--- src/rtl/motor_cmd_ramp.sv ---
// Two-channel slew limiter feeding the motor pulse generator: ramps MC1/MC2 toward latched
// targets once per tick, dwells at neutral on reversal. Optional watchdog: MC_CMD_WATCHDOG_EN.
`timescale 1ns/1ps
module motor_cmd_ramp #(
  parameter int unsigned STEP_CYCLES = 1200000,
  parameter int unsigned STEP_SIZE   = 1,
  parameter int unsigned STOP_CODE   = 16,
  parameter int unsigned DWELL_STEPS = 4,
  parameter int unsigned WDOG_STEPS  = 50
) (
  input  logic       CLK,
  input  logic       RST,
  input  logic       CMD_VALID,
  output logic       CMD_READY,
  input  logic [4:0] CMD_LEFT,
  input  logic [4:0] CMD_RIGHT,
  input  logic       ESTOP,
  output logic [4:0] MC1,
  output logic [4:0] MC2,
  output logic       AT_TARGET,
  output logic       WDOG_TRIP,
  output logic       TICK
);

  localparam int unsigned TCW = (STEP_CYCLES > 1) ? $clog2(STEP_CYCLES) : 1;
  localparam int unsigned DCW = (DWELL_STEPS > 0) ? $clog2(DWELL_STEPS + 1) : 1;

  localparam logic [TCW-1:0] TickLast  = TCW'(STEP_CYCLES - 1);
  localparam logic [4:0]     Stop      = 5'(STOP_CODE);
  localparam logic [5:0]     Step      = 6'(STEP_SIZE);
  localparam logic [DCW-1:0] DwellInit = DCW'(DWELL_STEPS);

  localparam logic [1:0] StRun  = 2'd0;
  localparam logic [1:0] StWdog = 2'd1;
  localparam logic [1:0] StHalt = 2'd2;

  if (STEP_CYCLES < 2 || STEP_SIZE < 1 || STEP_SIZE > 31 || STOP_CODE > 31 ||
      WDOG_STEPS < 1) begin : g_param_check
    $error("motor_cmd_ramp: parameter out of range");
  end

  logic [TCW-1:0]          r_tick_cnt;
  logic                    r_tick;
  logic [1:0]              r_state;
  logic                    r_ready;
  logic [1:0][4:0]         r_cur;
  logic [1:0][4:0]         r_tgt;
  logic [1:0][DCW-1:0]     r_dwell;
  logic [1:0]              r_dir;

  logic                    w_wrap;
  logic                    w_accept;
  logic                    w_ramp;
  logic                    w_fire;
  logic [1:0]              w_state_d;
  logic [1:0][4:0]         w_tgt_d;
  logic [1:0][4:0]         w_cur_d;
  logic [1:0][DCW-1:0]     w_dwell_d;
  logic [1:0]              w_dir_d;
  logic [1:0]              w_rev;
  logic [1:0]              w_keep;
  logic [1:0][4:0]         w_eff;
  logic [1:0][4:0]         w_stepped;

  // Move cur toward eff by at most Step; 6-bit math so nothing wraps past 0 or 31.
  function automatic logic [4:0] f_step(input logic [4:0] cur, input logic [4:0] eff);
    logic [5:0] c6;
    logic [5:0] e6;
    logic [5:0] s6;
    c6 = {1'b0, cur};
    e6 = {1'b0, eff};
    s6 = c6;
    if (c6 < e6) begin
      s6 = ((c6 + Step) >= e6) ? e6 : (c6 + Step);
    end else if (c6 > e6) begin
      s6 = (c6 < (e6 + Step)) ? e6 : (c6 - Step);
    end
    return s6[4:0];
  endfunction

  assign w_wrap   = (r_tick_cnt == TickLast);
  assign w_accept = CMD_VALID && r_ready && !ESTOP;
  assign w_ramp   = w_wrap && ((r_state == StRun) || (r_state == StWdog));

  always_ff @(posedge CLK) begin
    if (RST) begin
      r_tick_cnt <= '0;
      r_tick     <= 1'b0;
    end else begin
      r_tick_cnt <= w_wrap ? '0 : r_tick_cnt + TCW'(1);
      r_tick     <= w_wrap;
    end
  end

`ifdef MC_CMD_WATCHDOG_EN
  localparam int unsigned WCW = $clog2(WDOG_STEPS + 1);
  localparam logic [WCW-1:0] WdogMax = WCW'(WDOG_STEPS);

  logic [WCW-1:0] r_wdog_cnt;
  logic [WCW-1:0] w_wdog_inc;
  logic           r_wdog_trip;

  assign w_wdog_inc = (r_wdog_cnt == WdogMax) ? r_wdog_cnt : r_wdog_cnt + WCW'(1);
  // An accept on the firing tick wins, so the watchdog never fires that edge.
  assign w_fire = (r_state == StRun) && w_wrap && !w_accept && !ESTOP &&
                  (w_wdog_inc == WdogMax);

  always_ff @(posedge CLK) begin
    if (RST) begin
      r_wdog_cnt  <= '0;
      r_wdog_trip <= 1'b0;
    end else begin
      if (ESTOP || (r_state == StHalt) || w_accept) begin
        r_wdog_cnt <= '0;
      end else if ((r_state == StRun) && w_wrap) begin
        r_wdog_cnt <= w_wdog_inc;
      end
      if (w_accept) begin
        r_wdog_trip <= 1'b0;
      end else if (w_fire) begin
        r_wdog_trip <= 1'b1;
      end
    end
  end

  assign WDOG_TRIP = r_wdog_trip;
`else
  assign w_fire    = 1'b0;
  assign WDOG_TRIP = 1'b0;
`endif

  always_comb begin
    w_state_d = r_state;
    w_tgt_d   = r_tgt;
    if (ESTOP) begin
      w_state_d = StHalt;
      w_tgt_d   = {Stop, Stop};
    end else if (r_state == StHalt) begin
      w_state_d = StRun;
    end else if (w_accept) begin
      w_state_d = StRun;
      w_tgt_d   = {CMD_RIGHT, CMD_LEFT};
    end else if (w_fire) begin
      w_state_d = StWdog;
      w_tgt_d   = {Stop, Stop};
    end
  end

  always_comb begin
    for (int c = 0; c < 2; c++) begin
      w_rev[c] = ((r_cur[c] > Stop) && (w_tgt_d[c] < Stop)) ||
                 ((r_cur[c] < Stop) && (w_tgt_d[c] > Stop));
      w_eff[c]     = w_rev[c] ? Stop : w_tgt_d[c];
      w_stepped[c] = f_step(r_cur[c], w_eff[c]);
      // Dwell survives a retarget only if the new target keeps the pending direction.
      w_keep[c]    = r_dir[c] ? (w_tgt_d[c] > Stop) : (w_tgt_d[c] < Stop);
    end
  end

  always_comb begin
    w_cur_d   = r_cur;
    w_dwell_d = r_dwell;
    w_dir_d   = r_dir;
    for (int c = 0; c < 2; c++) begin
      if (ESTOP) begin
        w_cur_d[c]   = Stop;
        w_dwell_d[c] = '0;
      end else if ((r_dwell[c] != '0) && !w_keep[c]) begin
        w_dwell_d[c] = '0;
      end else if (w_ramp) begin
        if (r_dwell[c] != '0) begin
          w_dwell_d[c] = r_dwell[c] - DCW'(1);
        end else begin
          w_cur_d[c] = w_stepped[c];
          if (w_rev[c] && (w_stepped[c] == Stop)) begin
            w_dwell_d[c] = DwellInit;
            w_dir_d[c]   = (w_tgt_d[c] > Stop);
          end
        end
      end
    end
  end

  always_ff @(posedge CLK) begin
    if (RST) begin
      r_state <= StRun;
      r_ready <= 1'b0;
      r_cur   <= {Stop, Stop};
      r_tgt   <= {Stop, Stop};
      r_dwell <= '0;
      r_dir   <= '0;
    end else begin
      r_state <= w_state_d;
      r_ready <= (w_state_d != StHalt);
      r_cur   <= w_cur_d;
      r_tgt   <= w_tgt_d;
      r_dwell <= w_dwell_d;
      r_dir   <= w_dir_d;
    end
  end

  assign CMD_READY = r_ready;
  assign MC1       = r_cur[0];
  assign MC2       = r_cur[1];
  assign TICK      = r_tick;
  assign AT_TARGET = (r_cur == r_tgt) && (r_dwell[0] == '0) && (r_dwell[1] == '0);

endmodule

--- config.mk ---
export PLATFORM = sky130hd
export DESIGN_NAME = motor_cmd_ramp
export DESIGN_NICKNAME = d
export VERILOG_FILES = /design/src/rtl/motor_cmd_ramp.sv
export SDC_FILE = /design/constraint.sdc
export NUM_CORES = 1
export LEC_CHECK = 0
export CAP_MARGIN = 20
export CORE_MARGIN = 2
export CORE_UTILIZATION = 50
export CTS_BUF_LIST = sky130_fd_sc_hd__clkbuf_4 sky130_fd_sc_hd__clkbuf_8 sky130_fd_sc_hd__clkbuf_16
export DETAILED_ROUTE_END_ITERATION = 8
export PLACE_DENSITY = 0.69
export SKIP_CTS_REPAIR_TIMING = 1
export SLEW_MARGIN = 5
export SYNTH_ARGS = -nofsm -noshare
export SYNTH_HDL_FRONTEND = slang
export SYNTH_SLANG_ARGS = --single-unit
--- constraint.sdc ---
create_clock -name CLK -period 14.4 [get_ports CLK]
set_clock_uncertainty 0.2 [all_clocks]
set_input_delay 2.88 -clock CLK [delete_from_list [all_inputs] [get_ports CLK]]
set_output_delay 2.88 -clock CLK [all_outputs]
set_load 0.02 [all_outputs]
==> results of run 1 <==
## flip-flops by register name, indices dropped and copies added (netlist names)
name and cells:
MC1 5, TICK 1, r_dir 2, r_tgt 10, CMD_READY 1, r_dwell 6
MC2 5, r_tick_cnt 21, r_state 2
## cell families after synthesis
group / Yosys count / synth area share, %
and+or+nand+nor: 239 / 27.5
AOI/OAI and AO/OA: 125 / 19.5
DFF: 53 / 23.9
buffers and inverters: 48 / 4.54
xor gates and xnor gates: 41 / 8.09
adders and majority gates: 40 / 11.3
muxes: 21 / 5.10
other: 1 / 0.0845
## area by class of cell
type / count / area [sq um] / share of cell area [%]
tap: 108 / 135 / 2.81
clock inverter: 2 / 16.3 / 0.338
timing repair buffer: 26 / 260 / 5.40
multi-input combinational: 467 / 3170 / 65.9
inverter: 23 / 86.3 / 1.79
sequential: 53 / 1060 / 22.0
clock buffer: 6 / 82.6 / 1.71
## how the worst min path moves through the flow
stage | to | slack, ns
after global routing | r_tick_cnt[0]$_SDFF_PP0_ | 0.31
after global placement | r_tick_cnt[0]$_SDFF_PP0_ | 0.24
after CTS | r_tick_cnt[0]$_SDFF_PP0_ | 0.28
after floorplan | r_tick_cnt[0]$_SDFF_PP0_ | 0.23
final | r_tick_cnt[0]$_SDFF_PP0_ | 0.28
after detailed placement | r_tick_cnt[0]$_SDFF_PP0_ | 0.26
## cells in the mapped netlist, types with 6 or more instances
cell type  count
nor2_1        71
dfxtp_1       53
nand2_1       42
ha_1          40
nand3_1       26
a21oi_1       24
o21ai_0       24
inv_1         23
xor2_1        22
xnor2_1       19
clkbuf_1      18
nor3_1        16
o211ai_1      15
and3_1        13
nand4_1       11
mux2i_1       10
nand2b_1      10
a31oi_1        9
and2_1         9
mux2_2         9
or4_1          9
o21a_1         8
nor2b_1        7
o2111ai_1      6
## critical path: cells and delay by family
family | cells | cell delay, ns
AO/OA/AOI/OAI | 5 | 1.28
adder cells (fa/ha/maj) | 2 | 0.53
multiplexers | 1 | 0.33
AND/OR/NAND/NOR | 7 | 2.12
buffers and inverters | 3 | 1.02
XOR/XNOR | 1 | 0.11
## power breakdown
part	leakage [uW]	total, uW	switching [uW]	internal, uW
Combinational	0.00144	42.5	26.0	16.5
Clock	0.0000478	90.5	50.8	39.7
Sequential	0.000428	149	1.41	148
## through the flow
step / cells / worst slack [ns] / util, %
global route: 685 / 5.78 / 55.5
floorplan: 568 / 6.91 / -
finish: 685 / 6.11 / 55.5
CTS: 685 / 6.15 / 55.5
global placement: 677 / 6.04 / 54.4
detailed placement: 677 / 5.85 / 54.4
## routing by layer
metal	track usage [%]	vias to the layer above	part of all wire [%]
li1	-	2077	-
met5	0	-	0
met1	32.9	1965	48
met2	38.4	126	46
met3	3.08	8	5.7
met4	4.21	0	0.66
==> flow_summary.toml, run 1 <==
[die]
core-area_sq_um = 8680
die_y_um = 98.2
die_w_um = 98.2
io_pins = 28
die_area_sq_um = 9640
rows = 34
initial_core_util_pct = 51.1

[detailed_routing]
drcViolationCount = 0
ant_nets = 0
wl_per_cell_um = 16.2
vias = 4176
viasPerCell = 6.10
drt_iter0_drc = 248
wirelength_mm = 11.1
firstDrtPassIters = 5

[layout]
num_antenna_cells = 0
layout_common_cells = "71 x nor2_1, 53 x dfxtp_1, 42 x nand2_1"
layout.nets = 630
final_common_cell = "nor2_1"
design_area_sq_um = 4820
synthToLayoutAreaGrowth_pct = 8.54
drive_gt1_share_pct = 5.55
n_fill_cell = 815

[critical_path]
startpoint = "ESTOP"
reg2reg_setup_slack_ns = 8.76
endpoint_kind = "flip-flop"
worstPathRequired_ns = 14.40
reg2reg_depth = 20
critPathKind = "input pin to flip-flop"
crit_fanout = 18
cpPeakStageDelay_ns = 0.87
worstReg2RegStart = "MC2[0]$_SDFFE_PP0P_"
crit_path_top_delay_cell = "clkdlybuf4s50_1"
r2r-end = "r_dwell[5]$_SDFFE_PP0P_"
crit_end = "r_dwell[5]$_SDFFE_PP0P_"
worst_setup_path_start_kind = "input pin"
cp.arrival_ns = 8.29
worstPathCellList = "clkdlybuf4s50_1 -> nor2_1 -> o21ai_0 -> o22ai_1 -> or4_1 -> inv_1 -> ha_1 -> inv_1 -> nor3_1 -> xor2_1 -> ha_1 -> nand2_1 -> o21ai_0 -> o21a_1 -> nor4_1 -> or4_4 -> or3_4 -> o31ai_4 -> mux2_1"

[pwr]
p_total_uw = 282
leakagePower_uw = 0.00191
p_per_area_nw_per_um2 = 58.6
ir_drop_uv = 49.1

[hold_path]
hold_path_class = "flip-flop to flip-flop"
worstHoldStart = "r_tick_cnt[0]$_SDFF_PP0_"
hold_depth = 1

[grt]
gr-total-overflow = 0
grt_pass1_wl_mm = 18.8
track_usage_pct = 23.2
antenna_found_initial = 0
grt_max_degree = 20
grt_pass1_vias = 3961

[clock_tree]
htreeDepth = 2
clkTransAtPathRegs_ns = 0.09
cts_tree = "yes"
insertion_delay_ns = 0.31
cts_buffers = 5
cts_buffer_depth = 2
numClockSinks = 53
clockRootBuffer = "clkbuf_8"

[yosys]
yosysSeqAreaShare_pct = 23.9
yosysTopAreaCell = "dfxtp_1"
yosysUniqueCellTypes = 65
synthArstFlopShare_pct = 0
synth_edf_count = 0
syn_nets = 622
synth_warnings = 0
synthCells = 568
synthTopCellsByArea = "dfxtp_1 24%, ha_1 11%, nor2_1 6.0%"
synth_top_area_share_pct = 23.9
synth-seq-cells = 53
synth_flop_cell = "dfxtp_1"
syn-cell-area_sq_um = 4440
synth_area_per_cell_sq_um = 7.81

[timing]
max_freq_mhz = 121
fin_crit_ns = 8.29
rsz0062_at_grt = "false"
holdWs_ns = 0.278
worst_pin_slew_ns = 0.903
slew_viol_final = 0
finalSetupViolations = 0
finalSetupTns_ns = 0
max_slew_margin_pct = 39.2
period_share_pct = 57.5
finalHoldViolCount = 0

[placed_design]
port-buffer-count = 26
placedInstanceArea_sq_um = 4720
gp_congestion = 0.947
dpl.hpwl_mm = 8.37

[status]
outcome = "finished, final reports clean"

[job]
maxCapViolations = 0
No activity file was read; power rests on OpenSTA's default activity.
==> run 2, diff against run 1 <==
- clock period: 14.4 -> 8.65 ns (I/O delays scaled with it)
==> run 2 against run 1 <==
Net effect:
- final cell count did not move
- sequential cell count unchanged
- clock power is 68% higher
- sequential power grew 67%
- via count up 1.4%
- first-iteration DRC count is 0.81% lower
- critical path type unchanged
- largest cell class unchanged
- largest power group unchanged
==> flow_summary.toml, run 2 (synthesis results as in run 1) <==
[status]
outcome = "finished, final reports clean"

[layout]
multi_input_area_sq_um = 3170
stdcell_count = 685
largest_reg_flops = 21
n_fill_cell = 817
design_area_sq_um = 4810
drive_gt1_share_pct = 5.55
layout.nets = 630
final_common_cell = "nor2_1"
num_antenna_cells = 0
reg_top3 = "r_tick_cnt (21), r_tgt (10), r_dwell (6)"
synthToLayoutAreaGrowth_pct = 8.52
largest-register = "r_tick_cnt"
seqCellArea_sq_um = 1060
layout_common_cells = "71 x nor2_1, 53 x dfxtp_1, 42 x nand2_1"

[timing]
max_freq_mhz = 141
fin_crit_ns = 7.08
finalSetupViolations = 0
finalHoldViolCount = 0
holdWs_ns = 0.267
slew_viol_final = 0
max_slew_margin_pct = 34.4
finalSetupTns_ns = 0
worst_pin_slew_ns = 0.975
rsz0062_at_grt = "false"
period_share_pct = 81.9

[grt]
use_met2_pct = 39.0
top_usage_layer = "met2"
gr-total-overflow = 0
grtUsageMet3_pct = 3.01
grt_pass1_wl_mm = 19.1
track_usage_pct = 23.5
use_met1_pct = 33.6
grt_pass1_vias = 3992
antenna_found_initial = 0
grt_max_degree = 20

[clock_tree]
insertion_delay_ns = 0.31
clockRootBuffer = "clkbuf_8"
clkTransAtPathRegs_ns = 0.11
htreeDepth = 2
cts_buffer_depth = 2
cts_tree = "yes"
cts_buffers = 5
numClockSinks = 53

[placed_design]
gp_congestion = 0.946
placedInstanceArea_sq_um = 4720
dpl.hpwl_mm = 8.38
port-buffer-count = 26
placed_cells = 677

[critical_path]
crit_family = "simple AND/OR/NAND/NOR gates"
cp.arrival_ns = 7.09
cp_num_buf_inv = 3
endpoint_kind = "flip-flop"
critPathKind = "input pin to flip-flop"
worst_setup_path_start_kind = "input pin"
crit_path_top_delay_cell = "clkdlybuf4s50_1"
worstPathRequired_ns = 8.66
startpoint = "ESTOP"
crit_fanout = 18
worstPathCellList = "clkdlybuf4s50_1 -> nor2_1 -> o21ai_0 -> o22ai_1 -> or4_1 -> inv_1 -> ha_1 -> inv_1 -> nor3_1 -> xor2_1 -> ha_1 -> nand2_1 -> o21ai_0 -> o21a_1 -> nor4_1 -> or4_4 -> or3_4 -> o31ai_4 -> mux2_1"
worstReg2RegStart = "MC2[0]$_SDFFE_PP0P_"
cpPeakStageDelay_ns = 0.85

[die]
rows = 34
die_area_sq_um = 9640
die_y_um = 98.2
core-area_sq_um = 8680
die_w_um = 98.2
initial_core_util_pct = 51.1
io_pins = 28

[detailed_routing]
drt_iter0_drc = 246
drcViolationCount = 0
firstDrtPassIters = 5
wl_per_cell_um = 16.6
viasPerCell = 6.18
wirelength_mm = 11.4
vias = 4235
ant_nets = 0

[hold_path]
worstHoldStart = "r_tick_cnt[0]$_SDFF_PP0_"
hold_path_class = "flip-flop to flip-flop"

[job]
maxCapViolations = 0

[pwr]
p_per_area_nw_per_um2 = 98.0
ir_drop_uv = 66.3
leakagePower_uw = 0.00192
[run 2: cell types whose count changed in the layout (fill, tap and decap cells not counted)]
cell and change:
clkbuf_8 -1, inv_8 +1, clkinvlp_4 -1, clkinv_4 +1
[run 2: report_power, final]
group          internal (uW)  leakage, uW  switching, uW
Combinational           27.4      0.00144           43.5
Clock                   60.8    0.0000506           91.5
Sequential               246     0.000428           2.47
Total                    334      0.00192            137
[run 2: path summary, 6_finish.rpt]
kind                              endpoint  slack, ns  depth (start not counted)
setup / recovery   r_dwell[5]$_SDFFE_PP0P_       1.57                         19
hold / removal    r_tick_cnt[0]$_SDFF_PP0_       0.27                          1
setup reg to reg   r_dwell[5]$_SDFFE_PP0P_       3.03                         20
hold reg to reg   r_tick_cnt[0]$_SDFF_PP0_       0.27                          1
[run 2: per-stage QoR]
| step | utilization, % | setup WS, ns | power [uW] |
|---|---|---|---|
| after floorplan | - | 2.31 | 304 |
| after global placement | 54.4 | 1.44 | 323 |
| after detailed placement | 54.4 | 1.29 | 323 |
| after CTS | 55.5 | 1.63 | 475 |
| after global routing | 55.5 | 1.16 | 495 |
| final | 55.5 | 1.57 | 472 |
[run 2: final cells by class]
cell class                      instances  share of cell area, %
Multi-Input combinational cell        467                   65.9
Sequential cell                        53                   22.0
Timing Repair Buffer                   26                   5.41
Tap cell                              108                   2.81
Inverter                               23                   1.79
Clock buffer                            5                   1.43
Clock inverter                          3                  0.598
[run 2: worst reg2reg max path: stages (launching register included)]
cell     delay, ns
dfxtp_1       0.45
inv_1         0.28
ha_1          0.21
inv_1         0.04
o31ai_1       0.29
a21oi_2       0.09
or4_1         0.61
inv_1         0.10
ha_1          0.18
inv_1         0.05
nor3_1        0.21
xor2_1        0.10
ha_1          0.34
nand2_1       0.07
o21ai_0       0.49
o21a_1        0.26
nor4_1        0.06
or4_4         0.57
or3_4         0.38
o31ai_4       0.21
mux2_1        0.33
[run 2: routing by layer]
layer | part of all wire, % | wire (um)
met1 | 48 | 5440
met2 | 46 | 5210
met3 | 5.4 | 614
met4 | 0.78 | 88
met5 | 0 | 0
==> run 3, diff against run 2 <==
- PLACE_DENSITY: 0.69 -> 0.72
- clock period: 8.65 -> 6.45 ns (I/O delays scaled with it)
==> run 3 against run 2 <==
Net effect:
- global-route usage is 0.077 points lower
- cell area up 4.0%
- via count grew 2.3%
- clock power increased by 53%
- critical path type unchanged
- largest power group unchanged
==> flow_summary.toml, run 3 (synthesis results as in run 1) <==
[detailed_routing]
wl_per_cell_um = 15.9
vias = 4331
firstDrtPassIters = 5
viasPerCell = 6.12
wirelength_mm = 11.2
drcViolationCount = 0
ant_nets = 0
drt_iter0_drc = 427

[timing]
slew_viol_final = 0
max_slew_margin_pct = 52.2
worst_pin_slew_ns = 0.718
fin_crit_ns = 6.07
finalSetupViolations = 0
finalHoldViolCount = 0
max_freq_mhz = 165
period_share_pct = 94.1
rsz0062_at_grt = "false"
holdWs_ns = 0.279

[clock_tree]
cts_tree = "yes"
insertion_delay_ns = 0.31
cts_buffers = 5
clockRootBuffer = "clkbuf_8"
cts_buffer_depth = 2
clkTransAtPathRegs_ns = 0.10
htreeDepth = 2
numClockSinks = 53

[layout]
num_antenna_cells = 0
final_common_cell = "nor2_1"
reg_top3 = "r_tick_cnt (21), r_tgt (10), r_dwell (6)"
largest_reg_flops = 21
synthToLayoutAreaGrowth_pct = 12.8
n_fill_cell = 793
largest-register = "r_tick_cnt"
layout_common_cells = "71 x nor2_1, 53 x dfxtp_1, 42 x nand2_1"
stdcell_count = 708
drive_gt1_share_pct = 9.17
layout.nets = 653

[grt]
grt_max_degree = 20
grt_pass1_wl_mm = 19.2
grt_pass1_vias = 4057
antenna_found_initial = 0
gr-total-overflow = 0
track_usage_pct = 23.5

[die]
core-area_sq_um = 8680
die_w_um = 98.2
die_area_sq_um = 9640
die_y_um = 98.2
io_pins = 28
initial_core_util_pct = 51.1
rows = 34

[placed_design]
placed_cells = 700
dpl.hpwl_mm = 8.58
gp_congestion = 0.923
port-buffer-count = 26

[critical_path]
endpoint_kind = "flip-flop"
worst_setup_path_start_kind = "input pin"
critPathKind = "input pin to flip-flop"
worstPathRequired_ns = 6.45
cp.arrival_ns = 6.08
crit_fanout = 6

[pwr]
ir_drop_uv = 115
leakagePower_uw = 0.00204
p_per_area_nw_per_um2 = 133

[status]
outcome = "finished, final reports clean"

[hold_path]
hold_path_class = "flip-flop to flip-flop"

[job]
maxCapViolations = 0
==> run 3: per-layer routing <==
| layer | share of wire (%) | GRT usage (%) | vias to the layer above |
|---|---|---|---|
| li1 | - | - | 2136 |
| met1 | 45 | 32.7 | 1990 |
| met2 | 46 | 39.4 | 185 |
| met3 | 7.8 | 3.58 | 20 |
| met4 | 1.1 | 3.58 | 0 |
| met5 | 0 | 0 | - |
==> run 3: through the flow <==
step | area (sq um) | power [uW] | TNS (ns) | setup WS (ns) | utilization [%]
after global placement | 4890 | 438 | 0 | 0.0582 | 56.3
after detailed placement | 4890 | 440 | -0.0621 | -0.0621 | 56.3
after CTS | 5010 | 673 | 0 | 0.264 | 57.7
after floorplan | 4440 | 407 | 0 | 0.553 | -
after global routing | 5010 | 699 | 0 | 0.0747 | 57.7
final | 5010 | 668 | 0 | 0.378 | 57.7
==> run 3: critical path, stage by stage <==
cell and delay (ns):
clkdlybuf4s50_1 0.44, o41ai_1 0.44, o22ai_1 0.19, or4_1 0.56, inv_1 0.08, ha_1 0.18
inv_1 0.05, nor3_1 0.23, xor2_1 0.17, ha_1 0.26, a21oi_1 0.19, o21ai_1 0.19
o21ai_0 0.18, o32ai_1 0.15, or4_4 0.54, or3_4 0.37, o31ai_4 0.21, mux2_1 0.34
==> run 3: layout make-up <==
class	count	area (sq um)	share of cell area [%]
clock buffer	5	68.8	1.37
inverter	23	86.3	1.72
timing repair buffer	49	433	8.65
tap	108	135	2.70
clock inverter	3	47.5	0.950
sequential	53	1060	21.2
multi-input combinational	467	3170	63.4
==> run 3: worst paths after layout <==
path | slack [ns] | depth (start not counted) | from | to
setup / recovery | 0.38 | 18 | CMD_RIGHT[3] | r_dwell[5]$_SDFFE_PP0P_
hold / removal | 0.28 | 1 | r_tick_cnt[0]$_SDFF_PP0_ | r_tick_cnt[0]$_SDFF_PP0_
setup reg to reg | 1.19 | 20 | MC2[1]$_SDFFE_PP0P_ | r_dwell[5]$_SDFFE_PP0P_
hold reg to reg | 0.28 | 1 | r_tick_cnt[0]$_SDFF_PP0_ | r_tick_cnt[0]$_SDFF_PP0_
==> run 3: power breakdown <==
part	switching (uW)	internal, uW	total (uW)
sequential	3.56	330	334
combinational	58.9	42.0	101
clock	115	119	233
total	177	491	668
==> variant, RTL diff (settings of run 3) <==
The option `MC_CMD_WATCHDOG_EN` is turned on by a define.
--- a/src/rtl/motor_cmd_ramp.sv
+++ b/src/rtl/motor_cmd_ramp.sv
@@ -2,4 +2,6 @@
 // targets once per tick, dwells at neutral on reversal. Optional watchdog: MC_CMD_WATCHDOG_EN.
 `timescale 1ns/1ps
+`define MC_CMD_WATCHDOG_EN
+
 module motor_cmd_ramp #(
   parameter int unsigned STEP_CYCLES = 1200000,
Behaviour: no difference found for any inputs over 10 cycles, from zero or initial values and one cycle with RST high; that may be too few to reach the edited logic, so the function may still have changed.
==> variant against run 3 <==
Sequential cell count rose by 7; sequential power rose by 13%; core utilization rose by 0.81 points; cell area rose by 15%; combinational power rose by 17%; power rose by 33%; clock power rose by 68%; worst setup slack improved by 0.022 ns; routed wire length rose by 23%; largest cell class unchanged; synthesized area rose by 14%.
==> variant: results (changes against run 3) <==
[outcome]
status=finished, final reports clean  ; unchanged

[critical_path]
endpoint=r_dir[1]  ; was r_dwell[5]
crit_start=CMD_VALID  ; was CMD_RIGHT[3]
r2r_cells=21  ; was 20
cp.arrival_ns=6.13  ; was 6.08 ns

[routing]
vias_per_cell=6.09  ; was 6.12
routed-via-count=5025  ; was 4,331
wl_per_cell_um=16.8  ; was 15.9 um
firstDrtPassIters=6  ; was 5
first_iter_violations=414  ; was 427

[global_route]
grt_pass1_vias=4796  ; was 4,057
grt_pass1_wl_um=22900  ; was 19,200 um

[yosys]
syn-num-nets=716  ; was 622
yosys-top-cells-area=dfxtp_1 24%, ha_1 10%, nor2_1 5.9%  ; was dfxtp_1 24%, ha_1 11%, nor2_1 6.0%
ys_types=81  ; was 65
synthTopCellsByCount=80 x nor2_1, 63 x nand2_1, 60 x dfxtp_1  ; was 71 x nor2_1, 53 x dfxtp_1, 42 x nand2_1
synthAdderAreaFrac=0.104  ; was 0.113
syn_avg_cell_area_sq_um=7.69  ; was 7.81 sq um

[placed_design]
port_buffers=27  ; was 26
place_area_sq_um=5520  ; was 4890 sq um
gp_congestion=0.935  ; was 0.923

[finish]
largest_registers=r_tick_cnt (21), r_tgt (10)  ; was r_tick_cnt (21), r_tgt (10), r_dwell (6)

[clock_network]
worstSkewPairLatency_ns=0.35  ; was 0.31 ns
path_clk_slew_ns=0.08  ; was 0.10 ns
htreeDepth=3  ; was 2

[power]
p_sw_frac=0.277  ; was 0.265

[sta]
fin_ws_ns=0.399  ; was 0.378 ns
maxSlewHeadroom=0.546  ; was 0.522

==> variant: worst max-delay path: stages <==
cell and delay, ns:
clkdlybuf4s50_1 0.47, and2_1 0.26, a21boi_0 0.16, o31ai_1 0.41, o311ai_1 0.17, nor2_1 0.30
or2_2 0.23, inv_1 0.08, ha_1 0.27, inv_1 0.04, ha_1 0.26, nor2b_1 0.12
o21ai_0 0.14, a21oi_1 0.08, a211oi_1 0.28, buf_4 0.21, nor3b_1 0.20, a221o_1 0.15
o2bb2ai_1 0.19, nand2_1 0.17, or4_1 0.54, a21oi_1 0.14
==> variant: worst min-delay path by stage <==
stage	endpoint	cells after the start	slack, ns	startpoint
2_1_floorplan	r_tick_cnt[0]	1	0.23	r_tick_cnt[0]
3_3_place_gp	r_tick_cnt[0]	1	0.24	r_tick_cnt[0]
3_5_place_dp	r_tick_cnt[0]	1	0.25	r_tick_cnt[0]
4_1_cts	r_tick_cnt[0]	1	0.27	r_tick_cnt[0]
5_1_grt	r_tick_cnt[0]	1	0.29	r_tick_cnt[0]
6_report	r_tick_cnt[0]	1	0.26	r_tick_cnt[0]
==> variant: per-layer routing <==
metal  part of all wire  wire length (um)  up-vias  global-route usage
li1                   -                 -     2454                   -
met1               0.46              6320     2336               0.337
met2               0.45              6270      209               0.409
met3              0.071               988       26              0.0499
met4              0.018               243        0              0.0810
met5                  0                 0        -                   0
==> variant: cell type report <==
cell class	count	area, sq um	area share
Clock inverter	7	98.8	0.0172
Clock buffer	9	124	0.0216
Sequential cell	60	1200	0.209
Timing Repair Buffer	44	398	0.0693
Inverter	31	116	0.0203
Multi-Input combinational cell	541	3640	0.634
Tap cell	133	166	0.0290
==> variant: power by group through the flow <==
stage          clock [mW]  combinational (mW)  sequential (mW)
2_1_floorplan           0              0.0736            0.385
3_3_place_gp            0               0.113            0.385
3_5_place_dp            0               0.114            0.385
4_1_cts             0.394               0.115            0.377
5_1_grt             0.412               0.127            0.377
6_report            0.391               0.118            0.377
==> variant: cells by family (layout without fill, tap and decap cells) <==
logic type | after synthesis | count (layout)
AND/OR/NAND/NOR | 284 | 284
AO/OA/AOI/OAI | 163 | 163
flip-flops | 60 | 60
buffers and inverters | 59 | 91
XOR/XNOR | 48 | 48
adder cells (fa/ha/maj) | 42 | 42
multiplexers | 4 | 4
